File: src/rtl/fsk_pkg.sv
// Shared definitions for the FSK frame synchroniser: state encoding and default framing constants.
package fsk_pkg;

  localparam int          FSK_DATA_W    = 16;
  localparam int          FSK_SYNC_W    = 16;
  localparam logic [15:0] FSK_SYNC_WORD = 16'hEB90;

  typedef enum logic [1:0] {
    HUNT = 2'd0,
    DATA = 2'd1,
    PAR  = 2'd2
  } fsk_state_t;

endpackage

File: src/rtl/fsk_sync_shift.sv
// Sync-word hunter: serial shift register with equality compare on the post-shift value.
module fsk_sync_shift
  import fsk_pkg::*;
#(
  parameter int                SYNC_W    = FSK_SYNC_W,
  parameter logic [SYNC_W-1:0] SYNC_WORD = SYNC_W'(FSK_SYNC_WORD)
) (
  input  logic sysclk,
  input  logic reset,
  input  logic clr,
  input  logic bit_in,
  input  logic stb,
  output logic hit
);

  logic [SYNC_W-1:0] sreg;
  logic [SYNC_W-1:0] sreg_nxt;

  assign sreg_nxt = {sreg[SYNC_W-2:0], bit_in};
  // Compare the value the register is about to hold, so the FSM can leave HUNT on the same edge.
  assign hit      = stb && (sreg_nxt == SYNC_WORD);

  always_ff @(posedge sysclk) begin
    if (reset || clr) begin
      sreg <= '0;
    end else if (stb) begin
      sreg <= sreg_nxt;
    end
  end

endmodule

File: src/rtl/fsk_frame_sync.sv
// Frame-aligned serial-to-parallel capture behind the FSK demodulator.
// Define FSK_FRAME_PARITY_EN to expect an even-parity bit after every payload word.
module fsk_frame_sync
  import fsk_pkg::*;
#(
  parameter int                DATA_W          = FSK_DATA_W,
  parameter int                SYNC_W          = FSK_SYNC_W,
  parameter logic [SYNC_W-1:0] SYNC_WORD       = SYNC_W'(FSK_SYNC_WORD),
  parameter int                WORDS_PER_FRAME = 4
) (
  input  logic              sysclk,
  input  logic              reset,
  input  logic              enable,
  input  logic              bit_in,
  input  logic              bit_stb,
  output logic [DATA_W-1:0] word_out,
  output logic              word_valid,
  output logic              locked,
  output logic [7:0]        frame_cnt,
  output logic              parity_err
);

  localparam int BIT_CW = (DATA_W > 1) ? $clog2(DATA_W) : 1;

  fsk_state_t        state;
  logic [BIT_CW-1:0] bit_cnt;
  logic [7:0]        word_cnt;
  logic [DATA_W-1:0] shreg;
  logic [DATA_W-1:0] word_nxt;
  logic              last_bit;
  logic              last_word;
  logic              sync_stb;
  logic              sync_hit;
  logic              frame_end;

  assign word_nxt  = DATA_W'({shreg, bit_in});
  assign last_bit  = (bit_cnt == BIT_CW'(DATA_W - 1));
  assign last_word = (word_cnt == 8'(WORDS_PER_FRAME - 1));
  assign sync_stb  = enable && bit_stb && (state == HUNT);

`ifdef FSK_FRAME_PARITY_EN
  assign frame_end = enable && bit_stb && (state == PAR) && last_word;
`else
  assign frame_end = enable && bit_stb && (state == DATA) && last_bit && last_word;
`endif

  // Clearing on frame end keeps the sync bits of one frame from seeding the next hunt.
  fsk_sync_shift #(
    .SYNC_W   (SYNC_W),
    .SYNC_WORD(SYNC_WORD)
  ) u_sync (
    .sysclk(sysclk),
    .reset (reset),
    .clr   (!enable || frame_end),
    .bit_in(bit_in),
    .stb   (sync_stb),
    .hit   (sync_hit)
  );

  // Payload shifter carries data only; every bit is overwritten before a word is emitted.
  always_ff @(posedge sysclk) begin
    if (enable && bit_stb && (state == DATA)) begin
      shreg <= word_nxt;
    end
  end

`ifdef FSK_FRAME_PARITY_EN
  logic parity_q;
  assign parity_err = parity_q;
`else
  assign parity_err = 1'b0;
`endif

  always_ff @(posedge sysclk) begin
    if (reset) begin
      state      <= HUNT;
      locked     <= 1'b0;
      word_valid <= 1'b0;
      word_out   <= '0;
      frame_cnt  <= 8'd0;
      bit_cnt    <= '0;
      word_cnt   <= 8'd0;
`ifdef FSK_FRAME_PARITY_EN
      parity_q   <= 1'b0;
`endif
    end else begin
      word_valid <= 1'b0;
`ifdef FSK_FRAME_PARITY_EN
      parity_q   <= 1'b0;
`endif
      if (!enable) begin
        state    <= HUNT;
        locked   <= 1'b0;
        bit_cnt  <= '0;
        word_cnt <= 8'd0;
      end else if (bit_stb) begin
        case (state)
          HUNT: begin
            if (sync_hit) begin
              state    <= DATA;
              locked   <= 1'b1;
              bit_cnt  <= '0;
              word_cnt <= 8'd0;
            end
          end
          DATA: begin
            bit_cnt <= bit_cnt + 1'b1;
            if (last_bit) begin
              word_out   <= word_nxt;
              word_valid <= 1'b1;
              bit_cnt    <= '0;
`ifdef FSK_FRAME_PARITY_EN
              state      <= PAR;
`else
              if (last_word) begin
                state     <= HUNT;
                locked    <= 1'b0;
                word_cnt  <= 8'd0;
                frame_cnt <= frame_cnt + 8'd1;
              end else begin
                word_cnt  <= word_cnt + 8'd1;
              end
`endif
            end
          end
`ifdef FSK_FRAME_PARITY_EN
          PAR: begin
            // word_out already holds the word this parity bit covers.
            parity_q <= (^word_out) ^ bit_in;
            if (last_word) begin
              state     <= HUNT;
              locked    <= 1'b0;
              word_cnt  <= 8'd0;
              frame_cnt <= frame_cnt + 8'd1;
            end else begin
              state     <= DATA;
              word_cnt  <= word_cnt + 8'd1;
            end
          end
`endif
          default: begin
            state  <= HUNT;
            locked <= 1'b0;
          end
        endcase
      end
    end
  end

endmodule

File: config.mk
export PLATFORM = sky130hd
export DESIGN_NAME = fsk_frame_sync
export DESIGN_NICKNAME = d
export VERILOG_FILES = /design/src/rtl/fsk_pkg.sv /design/src/rtl/fsk_sync_shift.sv /design/src/rtl/fsk_frame_sync.sv
export SDC_FILE = /design/constraint.sdc
export NUM_CORES = 1
export LEC_CHECK = 0
export ABC_AREA = 0
export CAP_MARGIN = 10
export CORE_MARGIN = 10
export CORE_UTILIZATION = 55
export CTS_CLUSTER_DIAMETER = 40
export DETAILED_ROUTE_END_ITERATION = 10
export PLACE_DENSITY = 0.82
export SYNTH_ARGS = -nofsm -noshare
export SYNTH_HDL_FRONTEND = slang
export SYNTH_SLANG_ARGS = --single-unit
File: constraint.sdc
create_clock -name sysclk -period 2.2 [get_ports sysclk]
set_input_delay 0.44 -clock sysclk [delete_from_list [all_inputs] [get_ports sysclk]]
set_output_delay 0.44 -clock sysclk [all_outputs]
set_load 0.01 [all_outputs]
-- Yosys cells after proc, flatten, opt, wreduce, memory -nomap -nowiden
Index checks and enable logic that the tools add are counted.
- word-level logic and storage cells: 56
- register bits: 70
- bits of input ports: 5
- $add $sub $neg: 3
- multiplexer cells: 16
- reduce and logical (&&, ||, !) cells: 18
- bitwise operators: 3
- eq/ne operators: 7
- operators with widths (cell ; number):
    $mux 8 ; 3
    $add 8x1->8 const B ; 2
    $eq 16x16->1 const B ; 1
    $pmux 8 s2 ; 1
    $reduce_and 4->1 ; 3
    $eq 8x2->1 const B ; 1
    $mux 4 ; 2
    $pmux 4 s2 ; 1
    $logic_and 1x1->1 ; 6
    $mux 2 ; 3
    $ne 2x2->1 const B ; 3
    $reduce_and 5->1 ; 1
    $add 4x1->4 const B ; 1
    $eq 4x4->1 const B ; 1
    $mux 1 ; 4
    $pmux 2 s2 ; 1
    $reduce_or 4->1 ; 1
    $not 1->1 ; 3
    $reduce_and 3->1 ; 1
    $eq 2x1->1 const B ; 1
    $logic_not 2->1 ; 1
    $logic_or 1x1->1 ; 2
    $pmux 1 s2 ; 1
    $reduce_bool 2->1 ; 1
    other kinds (2) ; 2

-- Logic depth before layout (Yosys ltp)
Gate-level depths: netlist (run 1).
- word-level depth: 6
- depth in mapped cells: 8
- mapped depth without buffers: 6

-- By module
Synthesis (run 1) repeated with hierarchy kept, for this count alone.
- cell total of the unflattened synthesis: 274
- area total of the unflattened synthesis: 2670.1 um^2
- by module, submodules not included (module ; cells an instance ; times used ; area each (um^2)):
    fsk_frame_sync ; 216 ; 1 ; 2079.5
    fsk_sync_shift ; 58 ; 1 ; 590.6

-- Least setup slack after synthesis (run 1)
OpenSTA, ideal clock, no wires.
- path kind: register to register
- from: reg bit_cnt[0]
- to: reg word_out[5]
- cell stages (with the launch flop): 8
- data required time: 2068 ps
- period minus slack after synthesis: 1668 ps
- arrival time: 1535 ps
- path slack: 532 ps
- path buffers: 1
- path through: dfxtp_1 ha_1 nand3_1 nor2_1 nand2_1 buf_4 nand2_1 a21oi_1
- cells in the longest elaborated chain, start to end: 2
- RTL lines (element ; line ; text):
    from (decl) ; fsk_frame_sync.sv:26 ; logic [BIT_CW-1:0] bit_cnt;
    from (signal assigned) ; fsk_frame_sync.sv:107 ; bit_cnt <= bit_cnt + 1'b1;
    $eq 4x4->1 ; fsk_frame_sync.sv:37 ; assign last_bit = (bit_cnt == BIT_CW'(DATA_W - 1));
    $reduce_and 4->1 (no source line) ; - ;
    to (signal assigned) ; fsk_frame_sync.sv:109 ; word_out <= word_nxt;
    to (decl) ; fsk_frame_sync.sv:16 ; output logic [DATA_W-1:0] word_out,
Every way passes these cells.
A chain may end at the register's enable or synchronous reset.

-- Worst setup path in the final report (run 1)
- from: reg locked
- to: out locked
- RTL lines (element ; line ; text):
    from (decl) ; fsk_frame_sync.sv:18 ; output logic locked,
    from (signal assigned) ; fsk_frame_sync.sv:77 ; locked <= 1'b0;
    from (signal assigned) ; fsk_frame_sync.sv:93 ; locked <= 1'b0;
    from (signal assigned) ; fsk_frame_sync.sv:101 ; locked <= 1'b1;
No word-level cell between the ends.

==> results of run 1 <==
==> cells by family after synthesis <==
logic type      after synthesis
compound gates               49
xor+xnor                      4
fa+ha+maj                     3
buf+inv                      19
flops                        68
mux                          17
other cells                   1
simple gates                124
==> layout make-up <==
| class | instances | area share [%] |
|---|---|---|
| Clock buffer | 9 | 3.669 |
| Multi-Input combinational cell | 198 | 34.43 |
| Inverter | 1 | 0.1112 |
| Tap cell | 67 | 2.483 |
| Timing Repair Buffer | 43 | 12.53 |
| Clock inverter | 7 | 2.001 |
| Sequential cell | 68 | 44.77 |
==> per-layer routing <==
metal / vias up / track usage [%]
li1: 1080 / -
met4: 0 / 6.789
met1: 1012 / 15.59
met3: 11 / 5.679
met5: - / 0
met2: 56 / 21.96
==> cell usage in the layout (no fill, tap or decap), types with 2 or more instances in the layout <==
cell | Yosys | layout
sky130_fd_sc_hd__nand4_1 | 2 | 2
sky130_fd_sc_hd__a22oi_1 | 2 | 2
sky130_fd_sc_hd__ha_1 | 3 | 3
sky130_fd_sc_hd__xor2_1 | 3 | 3
sky130_fd_sc_hd__clkdlybuf4s50_1 | 0 | 30
sky130_fd_sc_hd__a21oi_1 | 25 | 25
sky130_fd_sc_hd__clkinv_1 | 0 | 2
sky130_fd_sc_hd__and2_1 | 3 | 3
sky130_fd_sc_hd__a31oi_1 | 5 | 5
sky130_fd_sc_hd__or3_1 | 3 | 3
sky130_fd_sc_hd__edfxtp_1 | 15 | 15
sky130_fd_sc_hd__o211ai_1 | 5 | 5
sky130_fd_sc_hd__buf_12 | 0 | 2
sky130_fd_sc_hd__mux2i_1 | 17 | 17
sky130_fd_sc_hd__nor3_1 | 21 | 21
sky130_fd_sc_hd__dfxtp_1 | 53 | 53
sky130_fd_sc_hd__and3_1 | 5 | 5
sky130_fd_sc_hd__nor2_1 | 20 | 20
sky130_fd_sc_hd__clkinv_4 | 0 | 2
sky130_fd_sc_hd__nor2b_1 | 2 | 2
sky130_fd_sc_hd__nand2_1 | 45 | 45
sky130_fd_sc_hd__buf_4 | 3 | 11
sky130_fd_sc_hd__nand3_1 | 12 | 12
sky130_fd_sc_hd__o21ai_0 | 5 | 5
sky130_fd_sc_hd__o2111ai_1 | 2 | 2
sky130_fd_sc_hd__clkbuf_8 | 0 | 9
sky130_fd_sc_hd__or2_2 | 2 | 2
sky130_fd_sc_hd__a32oi_1 | 2 | 2
==> path summary, 6_finish.rpt <==
| check | from | end | slack (ns) | cells after the start |
|---|---|---|---|---|
| min | word_out[9] | word_out[9] | 0.45 | 2 |
| max reg2reg | word_cnt[0] | frame_cnt[6] | 0.36 | 6 |
| min reg2reg | word_out[9] | word_out[9] | 0.45 | 2 |
| max | locked | locked | 0.18 | 1 |
==> sequential cells by signal (all words and copies together), names as in the netlist <==
| name | count |
|---|---|
| word_out | 16 |
| shreg | 15 |
| u_sync.sreg | 15 |
| frame_cnt | 8 |
| word_cnt | 8 |
| bit_cnt | 4 |
| locked | 1 |
| word_valid | 1 |
==> where the power goes <==
part / switching (W) / internal [W]
clock: 0.000467 / 0.000516
combinational: 0.0000306 / 0.0000187
sequential: 0.000000333 / 0.00127
total: 0.000498 / 0.00180
==> stage by stage <==
stage | instances | instance area (µm²) | util [%] | setup slack (ns) | total power (W)
floorplan | 285 | 2768 | - | 0.5323 | 0.001329
global placement | 377 | 3184 | 66.54 | 0.1214 | 0.001345
detailed placement | 377 | 3184 | 66.54 | 0.06248 | 0.001346
CTS | 393 | 3376 | 70.54 | 0.1981 | 0.002317
global route | 393 | 3376 | 70.54 | 0.1022 | 0.002386
finish | 393 | 3376 | 70.54 | 0.1829 | 0.002302
==> parameters.txt, run 1 <==
Parameter                              Value

Timing
  RSZ-0062 raised after global routing ... false
  Post-Route Hold Slack ... 0.4524 ns
  Final setup skew ... 0.007695 ns
  Hold Violations, Final ... 0
  Slew Limit Fails ... 0
  Crit share post-route ... 91.69%
  Setup TNS after final layout ... 0 ns
  Final count of negative-setup-slack endpoints ... 0
  Time the worst path needs with I/O delays and setup ... 2.017 ns
  Peak Freq ... 495.8 MHz

Routing
  Amount of wire on met3 after detailed routing ... 389 µm
  1st-pass router iterations ... 4
  Number of nets still failing antenna checks after routing ... 0
  Post-route met1 wirelength ... around 2.4 mm
  Met2 WL post-DR ... 2.617 mm
  Highest metal layer used by the detailed router ... met4
  Via density per instance ... 5.494
  Mean routed wirelength per cell ... 14.11 µm
  Number of violations reported at the end of detailed-routing iteration 0 ... 124
  Post-detailed-route DRC marker count ... 0
  Number of vias in the routed layout ... 2159
  Wire length reported by the detailed router ... about 5.5 mm

Synth
  Total of warnings raised by yosys ... 0
  Number of instances in the synthesized netlist ... approximately 290
  Share of flip-flops with an asynchronous set or reset ... 0%
  Area fraction in compound gates after synthesis ... between 10% and 20%
  Prevailing post-synth register cell ... sky130_fd_sc_hd__dfxtp_1
  Library cell with the largest summed area after synthesis ... sky130_fd_sc_hd__dfxtp_1
  Net Count, Synth ... 293
  Leading post-synthesis cells by instance count ... 53 x sky130_fd_sc_hd__dfxtp_1, 45 x sky130_fd_sc_hd__nand2_1, 25 x sky130_fd_sc_hd__a21oi_1
  Number of enable-type register cells in the synthesized netlist ... 15
  Xor and xnor fraction of the mapped netlist area ... 1.266%
  Syn Std Cell Area ... roughly 2800 µm²
  Share of the yosys chip area belonging to registers ... a little over half
  Mux contribution to synthesized area ... under 10%
  Share of synthesized cell area in and, or, nand and nor gates ... 22.15%
  Per-instance average area after synthesis ... 9.711 µm²
  Synth unique cells ... 41
  Yosys reg bits ... 68
  Cells taking the most area after synthesis ... sky130_fd_sc_hd__dfxtp_1 38%, sky130_fd_sc_hd__edfxtp_1 16%, sky130_fd_sc_hd__mux2i_1 6.1%
  Synth Area in Adders ... 1.356%
  Combinational family with the most area after synthesis ... simple AND/OR/NAND/NOR gates
  Area share of the largest cell type after synthesis ... 38.34%
  Most instantiated library cell after synthesis ... sky130_fd_sc_hd__dfxtp_1

Clock tree
  Hold bufs inserted after CTS ... 0
  Clock latency on the worst-skew pair ... 0.35 ns
  # clock sinks ... 68
  Number of cells upsized or downsized after cts ... 0
  Clock slew at the register clock pins of the worst setup and hold paths ... around 0.070 ns
  Root buffer selected by CTS ... sky130_fd_sc_hd__clkbuf_8
  Post-CTS Setup Repair Bufs ... 0
  Maximum clock insertion buffer count ... 2
  Number of buffers added by the clock tree synthesis step ... 9
  CTS H-tree lvls ... 3
  CTS tree ... yes

Layout
  Share of layout cells above drive strength 1 ... 10.43%
  Antenna cells ... 0
  Footprint of the multi-input gates ... 1162 µm²
  Count of filler cells inserted in the layout ... 368
  Number of nets in the layout ... 329
  Layout overhead on the synthesized area ... 21.97%
  Area of all sequential standard cells ... 1511 µm²

Run status
  Run status ... complete, no violations

Floorplanning
  Die boundary height ... 90.94 µm
  Area of the die ... 8269 µm²
  Number of cell rows ... 25
  Initial cell density of the core ... 57.83%
  Number of I/O pins ... 32
  CORE AREA ... around 4800 µm²
  Die W ... roughly 91 µm

Worst setup path
  CP Data Required Time ... ~1.8 ns
  CP max-delay cell ... sky130_fd_sc_hd__clkdlybuf4s50_1
  Slowest stage delay, CP ... 0.63 ns
  Buf+Inv Stages, Crit Path ... 1
  Family with the most delay on the worst path ... buffers and inverters
  Critical path startpoint category ... flop
  Critical path cell sequence ... clkdlybuf4s50_1
  Crit Path Class ... flop to output port
  Crit Path Max Fanout ... 13
  Critical Path Sink Type ... output port
  Arrival time of data at the critical path endpoint ... 1.58 ns

Global routing
  Number of global-route vias before repair ... roughly 2000
  Global routing usage summed across all routing layers ... 13.76%
  Aggregate global routing overflow ... 0
  First-pass GRT wire length ... between 9 and 10 mm
  Pin count of the biggest net entering global routing ... 25
  Antenna violations before repair ... 0

Placed design
  Placer's final routability congestion estimate ... 0.8268
  Final HPWL DP ... 3.755 mm
  Number of buffers added on ports ... 30

Run
  Max-capacitance violation count ... 0

Power and ir drop
  PD cells ... 682.0 nW/µm²
  Worst vdd rail ir drop ... 365.0 µV
  Static Leak ... 1.214 nW

Min path
  Min-Delay Path Class ... flop to flop
(Power assumes the default switching activity.)
==> run 2: changes to the inputs <==
--- a/config.mk
+++ b/config.mk
@@ -11,6 +11,7 @@
 export CORE_UTILIZATION = 55
 export CTS_CLUSTER_DIAMETER = 40
 export DETAILED_ROUTE_END_ITERATION = 10
+export GPL_TIMING_DRIVEN = 0
 export PLACE_DENSITY = 0.82
 export SYNTH_ARGS = -nofsm -noshare
 export SYNTH_HDL_FRONTEND = slang
==> parameters.txt, run 2 (synthesis gave the netlist of run 1 again) <==
Parameter                              Value

Run status
  Run status ... complete, no violations

Floorplanning
  Initial cell density of the core ... between 50 and 60%
  Number of cell rows ... 25
  Die boundary height ... between 90 and 100 µm
  Area of the die ... 8269 µm²
  CORE AREA ... 4786 µm²
  Number of I/O pins ... 32
  Die W ... 90.94 µm

Routing
  Via density per instance ... 5.525
  Post-detailed-route DRC marker count ... 0
  Number of violations reported at the end of detailed-routing iteration 0 ... 95
  Mean routed wirelength per cell ... approximately 14 µm
  Number of vias in the routed layout ... 2199
  Wire length reported by the detailed router ... 5.743 mm
  Number of nets still failing antenna checks after routing ... 0
  1st-pass router iterations ... 5

Run
  Max-capacitance violation count ... 0

Layout
  Antenna cells ... 0
  Filler-free cell count of the finished design ... just under 400
  Share of layout cells above drive strength 1 ... 10.27%
  Registers with the most flip-flops ... word_out: 16 flops, shreg: 15 flops, u_sync.sreg: 15 flops
  Register with the most flip-flops ... word_out
  Area of all sequential standard cells ... 1511 µm²
  Number of nets in the layout ... around 330
  Most common cell after layout, fill and taps aside ... sky130_fd_sc_hd__dfxtp_1
  Layout overhead on the synthesized area ... 20.57%
  Final core utilization ... between 60 and 70%
  Largest register FFs ... 16
  Area of all placed cells without fillers ... 3337 µm²
  Commonest non-fill, non-tap cells in the layout ... 53 x sky130_fd_sc_hd__dfxtp_1, 44 x sky130_fd_sc_hd__nand2_1, 29 x sky130_fd_sc_hd__clkdlybuf4s50_1, 25 x sky130_fd_sc_hd__a21oi_1, 20 x sky130_fd_sc_hd__nor3_1
  Footprint of the multi-input gates ... 1172 µm²
  Count of filler cells inserted in the layout ... ~400

Timing
  Time the worst path needs with I/O delays and setup ... 2.035 ns
  Crit share post-route ... 92.49%
  Final critical-path setup slack ... 0.1653 ns
  Headroom to the max-slew limit ... just over 50%
  Final count of negative-setup-slack endpoints ... 0
  Final setup skew ... roughly 0.007 ns
  Post-Route Hold Slack ... approximately 0.45 ns
  Peak Freq ... around 490 MHz
  Slew Limit Fails ... 0
  Worst-margin pin slew ... between 0.7 and 0.8 ns
  Hold Violations, Final ... 0
  RSZ-0062 raised after global routing ... false

Global routing
  Aggregate global routing overflow ... 0
  First-pass GRT wire length ... 9.949 mm
  Pin count of the biggest net entering global routing ... 16
  Number of global-route vias before repair ... 2222
  Global routing usage summed across all routing layers ... 14.27%
  Antenna violations before repair ... 0

Clock tree
  Root buffer selected by CTS ... sky130_fd_sc_hd__clkbuf_8
  CTS tree ... yes
  # clock sinks ... 68
  Hold bufs inserted after CTS ... 0
  Maximum clock insertion buffer count ... 2
  CTS H-tree lvls ... 3
  Clock slew at the register clock pins of the worst setup and hold paths ... 0.07 ns
  Clock latency on the worst-skew pair ... 0.34 ns
  Number of buffers added by the clock tree synthesis step ... 9

Power and ir drop
  Worst vdd rail ir drop ... 546.5 µV
  PD cells ... 681.2 nW/µm²
  Static Leak ... 1.207 nW

Placed design
  Number of buffers added on ports ... 29
  Final HPWL DP ... 3.960 mm
  Worst slack at placement ... -0.4426 ns
  Dpl cells ... between 300 and 400
  Placed instance area ... about 3100 µm²
  Placer's final routability congestion estimate ... 0.8650

Min path
  Min-Delay Path Class ... flop to flop
  Min-Delay Path Depth ... 0

Worst setup path
  Critical path cell sequence ... clkdlybuf4s50_1 > nand2_2 > nor2_1 > buf_4
  Critical path startpoint category ... input port
  CP Data Required Time ... roughly 2.3 ns
  Critical Path Sink Type ... flop
  Crit Path Max Fanout ... 10
  CP max-delay cell ... sky130_fd_sc_hd__nor2_1
  Arrival time of data at the critical path endpoint ... 2.09 ns
  FF-to-FF path depth ... 7
  Crit Path Class ... input port to flop
  Slowest stage delay, CP ... 0.60 ns
-- run 2: timing repair --
item	CTS	global route
pin swaps	0	1
gates resized for setup	0	3
buffers inserted	0	0
setup endpoints to repair	25	26
-- run 2: critical path: cells and delay by family --
kind          cells  cell delay (ns)
simple gates      2             0.78
buf+inv           2             0.85
-- run 2: area by class of cell --
| class | instances | area share (%) |
|---|---|---|
| Multi-Input combinational cell | 198 | 35.13 |
| Inverter | 1 | 0.1125 |
| Sequential cell | 68 | 45.29 |
| Tap cell | 67 | 2.512 |
| Buffer | 18 | 2.700 |
| Clock inverter | 4 | 1.275 |
| Timing Repair Buffer | 30 | 8.924 |
| Clock buffer | 12 | 4.050 |
-- run 2: path summary, 6_finish.rpt --
path / startpoint / end / slack, ns
min: shreg[1] / shreg[2] / 0.45
max reg2reg: bit_cnt[0] / word_out[12] / 0.23
min reg2reg: shreg[1] / shreg[2] / 0.45
max: bit_stb / shreg[0] / 0.17
-- run 2: power by group --
group	leakage, nW	total, W	switching, W	internal [W]
sequential	0.561	0.00127	0.000000306	0.00127
clock	0.0894	0.000955	0.000440	0.000516
combinational	0.556	0.0000483	0.0000313	0.0000171
total	1.21	0.00227	0.000471	0.00180
-- run 2: through the flow --
stage | total power (W) | TNS, ns
after CTS | 0.002295 | -1.008
after detailed placement | 0.001346 | -14.91
final | 0.002273 | 0
after floorplan | 0.001329 | 0
after global routing | 0.002354 | 0
after global placement | 0.001345 | -11.78
-- run 2: per-layer routing --
metal  up-vias  track usage, %  part of all wire (%)
met5         -               0                     0
met4         0           6.266                   1.1
met3         8           5.514                   6.5
met2        70           22.61                    47
met1      1029           16.83                    45
li1       1092               -                     -
==> run 3: changes to the inputs <==
--- a/config.mk
+++ b/config.mk
@@ -7,8 +7,10 @@
 export LEC_CHECK = 0
 export ABC_AREA = 0
 export CAP_MARGIN = 10
+export CELL_PAD_IN_SITES_DETAIL_PLACEMENT = 0
+export CELL_PAD_IN_SITES_GLOBAL_PLACEMENT = 2
 export CORE_MARGIN = 10
-export CORE_UTILIZATION = 55
+export CORE_UTILIZATION = 35
 export CTS_CLUSTER_DIAMETER = 40
 export DETAILED_ROUTE_END_ITERATION = 10
 export GPL_TIMING_DRIVEN = 0
==> parameters.txt, run 3 (synthesis gave the netlist of run 1 again) <==
Parameter                              Value

Layout
  Registers with the most flip-flops ... word_out: 16 flops, shreg: 15 flops, u_sync.sreg: 15 flops
  Count of filler cells inserted in the layout ... 750
  Register with the most flip-flops ... word_out
  Share of layout cells above drive strength 1 ... between 10% and 20%
  Footprint of the multi-input gates ... roughly 1200 µm²
  Most common cell after layout, fill and taps aside ... sky130_fd_sc_hd__dfxtp_1
  Antenna cells ... 0
  Commonest non-fill, non-tap cells in the layout ... 53 x sky130_fd_sc_hd__dfxtp_1, 44 x sky130_fd_sc_hd__nand2_1, 29 x sky130_fd_sc_hd__clkdlybuf4s50_1, 25 x sky130_fd_sc_hd__a21oi_1, 21 x sky130_fd_sc_hd__nor3_1
  Area of all sequential standard cells ... between 1500 and 2000 µm²
  Number of nets in the layout ... between 300 and 400
  Largest register FFs ... 16
  Filler-free cell count of the finished design ... between 400 and 500
  Layout overhead on the synthesized area ... 23.06%

Clock tree
  Clock latency on the worst-skew pair ... 0.34 ns
  CTS H-tree lvls ... 3
  Maximum clock insertion buffer count ... 2
  Clock slew at the register clock pins of the worst setup and hold paths ... 0.09 ns
  CTS tree ... yes
  Hold bufs inserted after CTS ... 0
  Number of buffers added by the clock tree synthesis step ... 9
  Root buffer selected by CTS ... sky130_fd_sc_hd__clkbuf_8
  # clock sinks ... 68

Timing
  Final critical-path setup slack ... 0.1379 ns
  Hold Violations, Final ... 0
  Crit share post-route ... 93.73%
  Setup TNS after final layout ... 0 ns
  Time the worst path needs with I/O delays and setup ... 2.062 ns
  Post-Route Hold Slack ... 0.4410 ns
  Peak Freq ... 485.0 MHz
  Final count of negative-setup-slack endpoints ... 0
  Slew Limit Fails ... 0
  Worst-margin pin slew ... 0.7380 ns
  Final setup skew ... between 0.01 and 0.015 ns
  Headroom to the max-slew limit ... 50.75%

Global routing
  GR peak layer ... met2
  Fraction of met3 tracks used by global routing ... about 3.4%
  Met2 capacity usage during global routing ... around 16%
  Pin count of the biggest net entering global routing ... 16
  Global routing usage summed across all routing layers ... 10.60%
  Antenna violations before repair ... 0
  Number of global-route vias before repair ... 1996
  First-pass GRT wire length ... 10.07 mm
  Aggregate global routing overflow ... 0
  Met1 Use GR ... ~14%

Power and ir drop
  PD cells ... 702.3 nW/µm²
  Static Leak ... 1.219 nW
  Net load switching power ... ~0.00057 W
  Worst vdd rail ir drop ... 345.9 µV
  Proportion of total power due to net switching ... 23.63%
  Part of the total power dissipated in sequential elements ... 53.0%
  Portion of total power attributed to combinational logic ... approximately 2.1%
  Int Power ... roughly 0.0018 W
  Clock share of power ... between 40% and 50%

Routing
  Via density per instance ... ~5
  1st-pass router iterations ... 4
  Mean routed wirelength per cell ... 13.93 µm
  Post-detailed-route DRC marker count ... 0
  Number of violations reported at the end of detailed-routing iteration 0 ... ~130
  Wire length reported by the detailed router ... 6.030 mm
  Number of vias in the routed layout ... 2145
  Number of nets still failing antenna checks after routing ... 0

Worst setup path
  Most common cell on crit path ... sky130_fd_sc_hd__nand2_1
  Crit Path Class ... input port to flop
  Arrival time of data at the critical path endpoint ... 2.27 ns
  CP max-delay cell ... sky130_fd_sc_hd__clkdlybuf4s50_1
  Slowest stage delay, CP ... a little under 0.6 ns
  Buf+Inv Stages, Crit Path ... 2
  Crit Path Max Fanout ... 10
  Critical path cell sequence ... clkdlybuf4s50_1 > nand2_2 > nor2_2 > nand2_1 > buf_4 > nand2_1 > a21oi_1
  Critical Path Sink Type ... flop
  Critical path startpoint category ... input port
  Family with the most delay on the worst path ... simple AND/OR/NAND/NOR gates
  CP Data Required Time ... around 2.4 ns

Run status
  Run status ... complete, no violations

Placed design
  Final HPWL DP ... 4.157 mm
  Number of buffers added on ports ... 29
  Placer's final routability congestion estimate ... ~0.73
  Worst slack at placement ... -0.4370 ns
  Dpl cells ... approximately 420

Floorplanning
  CORE AREA ... between 7000 and 8000 µm²
  Die boundary height ... 108.9 µm
  Initial cell density of the core ... 35.82%
  Number of I/O pins ... 32
  Number of cell rows ... 32
  Area of the die ... 11860 µm²
  Die W ... 108.9 µm

Min path
  Min-Delay Path Class ... flop to flop

Run
  Max-capacitance violation count ... 0
-- run 3: cell count changes in the layout (fill, tap and decap cells not counted), sizes merged --
cell      delta
clkbuf       -3
clkinv       -2
clkinvlp     +1
inv          +4
-- run 3: layout make-up --
cell class / count / area share, %
multi-input combinational: 198 / 34.35
clock buffer: 9 / 3.637
inverter: 1 / 0.1102
buffer: 18 / 2.645
timing repair buffer: 30 / 8.744
tap: 102 / 3.747
clock inverter: 7 / 2.388
sequential: 68 / 44.38
-- run 3: metrics by stage --
step                      instance area [µm²]  total power [W]  utilization (%)
after global routing                     3406         0.002507            44.07
after global placement                   3186         0.001348            41.22
after CTS                                3396         0.002426            43.94
after detailed placement                 3186         0.001348            41.22
after floorplan                          2768         0.001329                -
final                                    3406         0.002392            44.07
-- run 3: path summary, 6_finish.rpt --
kind,slack [ns],start,endpoint,depth (start not counted)
worst max-delay path,0.14,bit_stb,word_out[5],7
worst min-delay path,0.44,shreg[6],shreg[7],0
worst max register to register,0.19,bit_cnt[0],word_out[5],7
worst min register to register,0.44,shreg[6],shreg[7],0
-- run 3: power groups by stage --
stage	Clock, W	Sequential (W)	Combinational, W
6_report	0.00107	0.00127	0.0000492
3_5_place_dp	0	0.00130	0.0000507
4_1_cts	0.00111	0.00127	0.0000505
3_3_place_gp	0	0.00130	0.0000501
2_1_floorplan	0	0.00130	0.0000316
5_1_grt	0.00118	0.00127	0.0000556
-- run 3: worst register-to-register path, cell delays in order, from the launching register on --
cell,delay (ns)
sky130_fd_sc_hd__dfxtp_1,0.39
sky130_fd_sc_hd__ha_1,0.23
sky130_fd_sc_hd__nand3_1,0.23
sky130_fd_sc_hd__nor2_2,0.38
sky130_fd_sc_hd__nand2_1,0.27
sky130_fd_sc_hd__buf_4,0.25
sky130_fd_sc_hd__nand2_1,0.08
sky130_fd_sc_hd__a21oi_1,0.06
-- run 3: routing by layer --
metal  vias to the layer above  share of wire, %  wire [µm]
met5                         -                 0          0
met4                         0              0.80         48
met3                         4               4.9        294
met2                        30                44       2664
met1                      1014                50       3022
li1                       1097                 -          -
-- run 3: repair_timing --
item | in CTS | in global routing
setup buffers | 0 | 1
gates resized for setup | 2 | 1
setup endpoints to repair | 25 | 12
pin swaps | 0 | 1
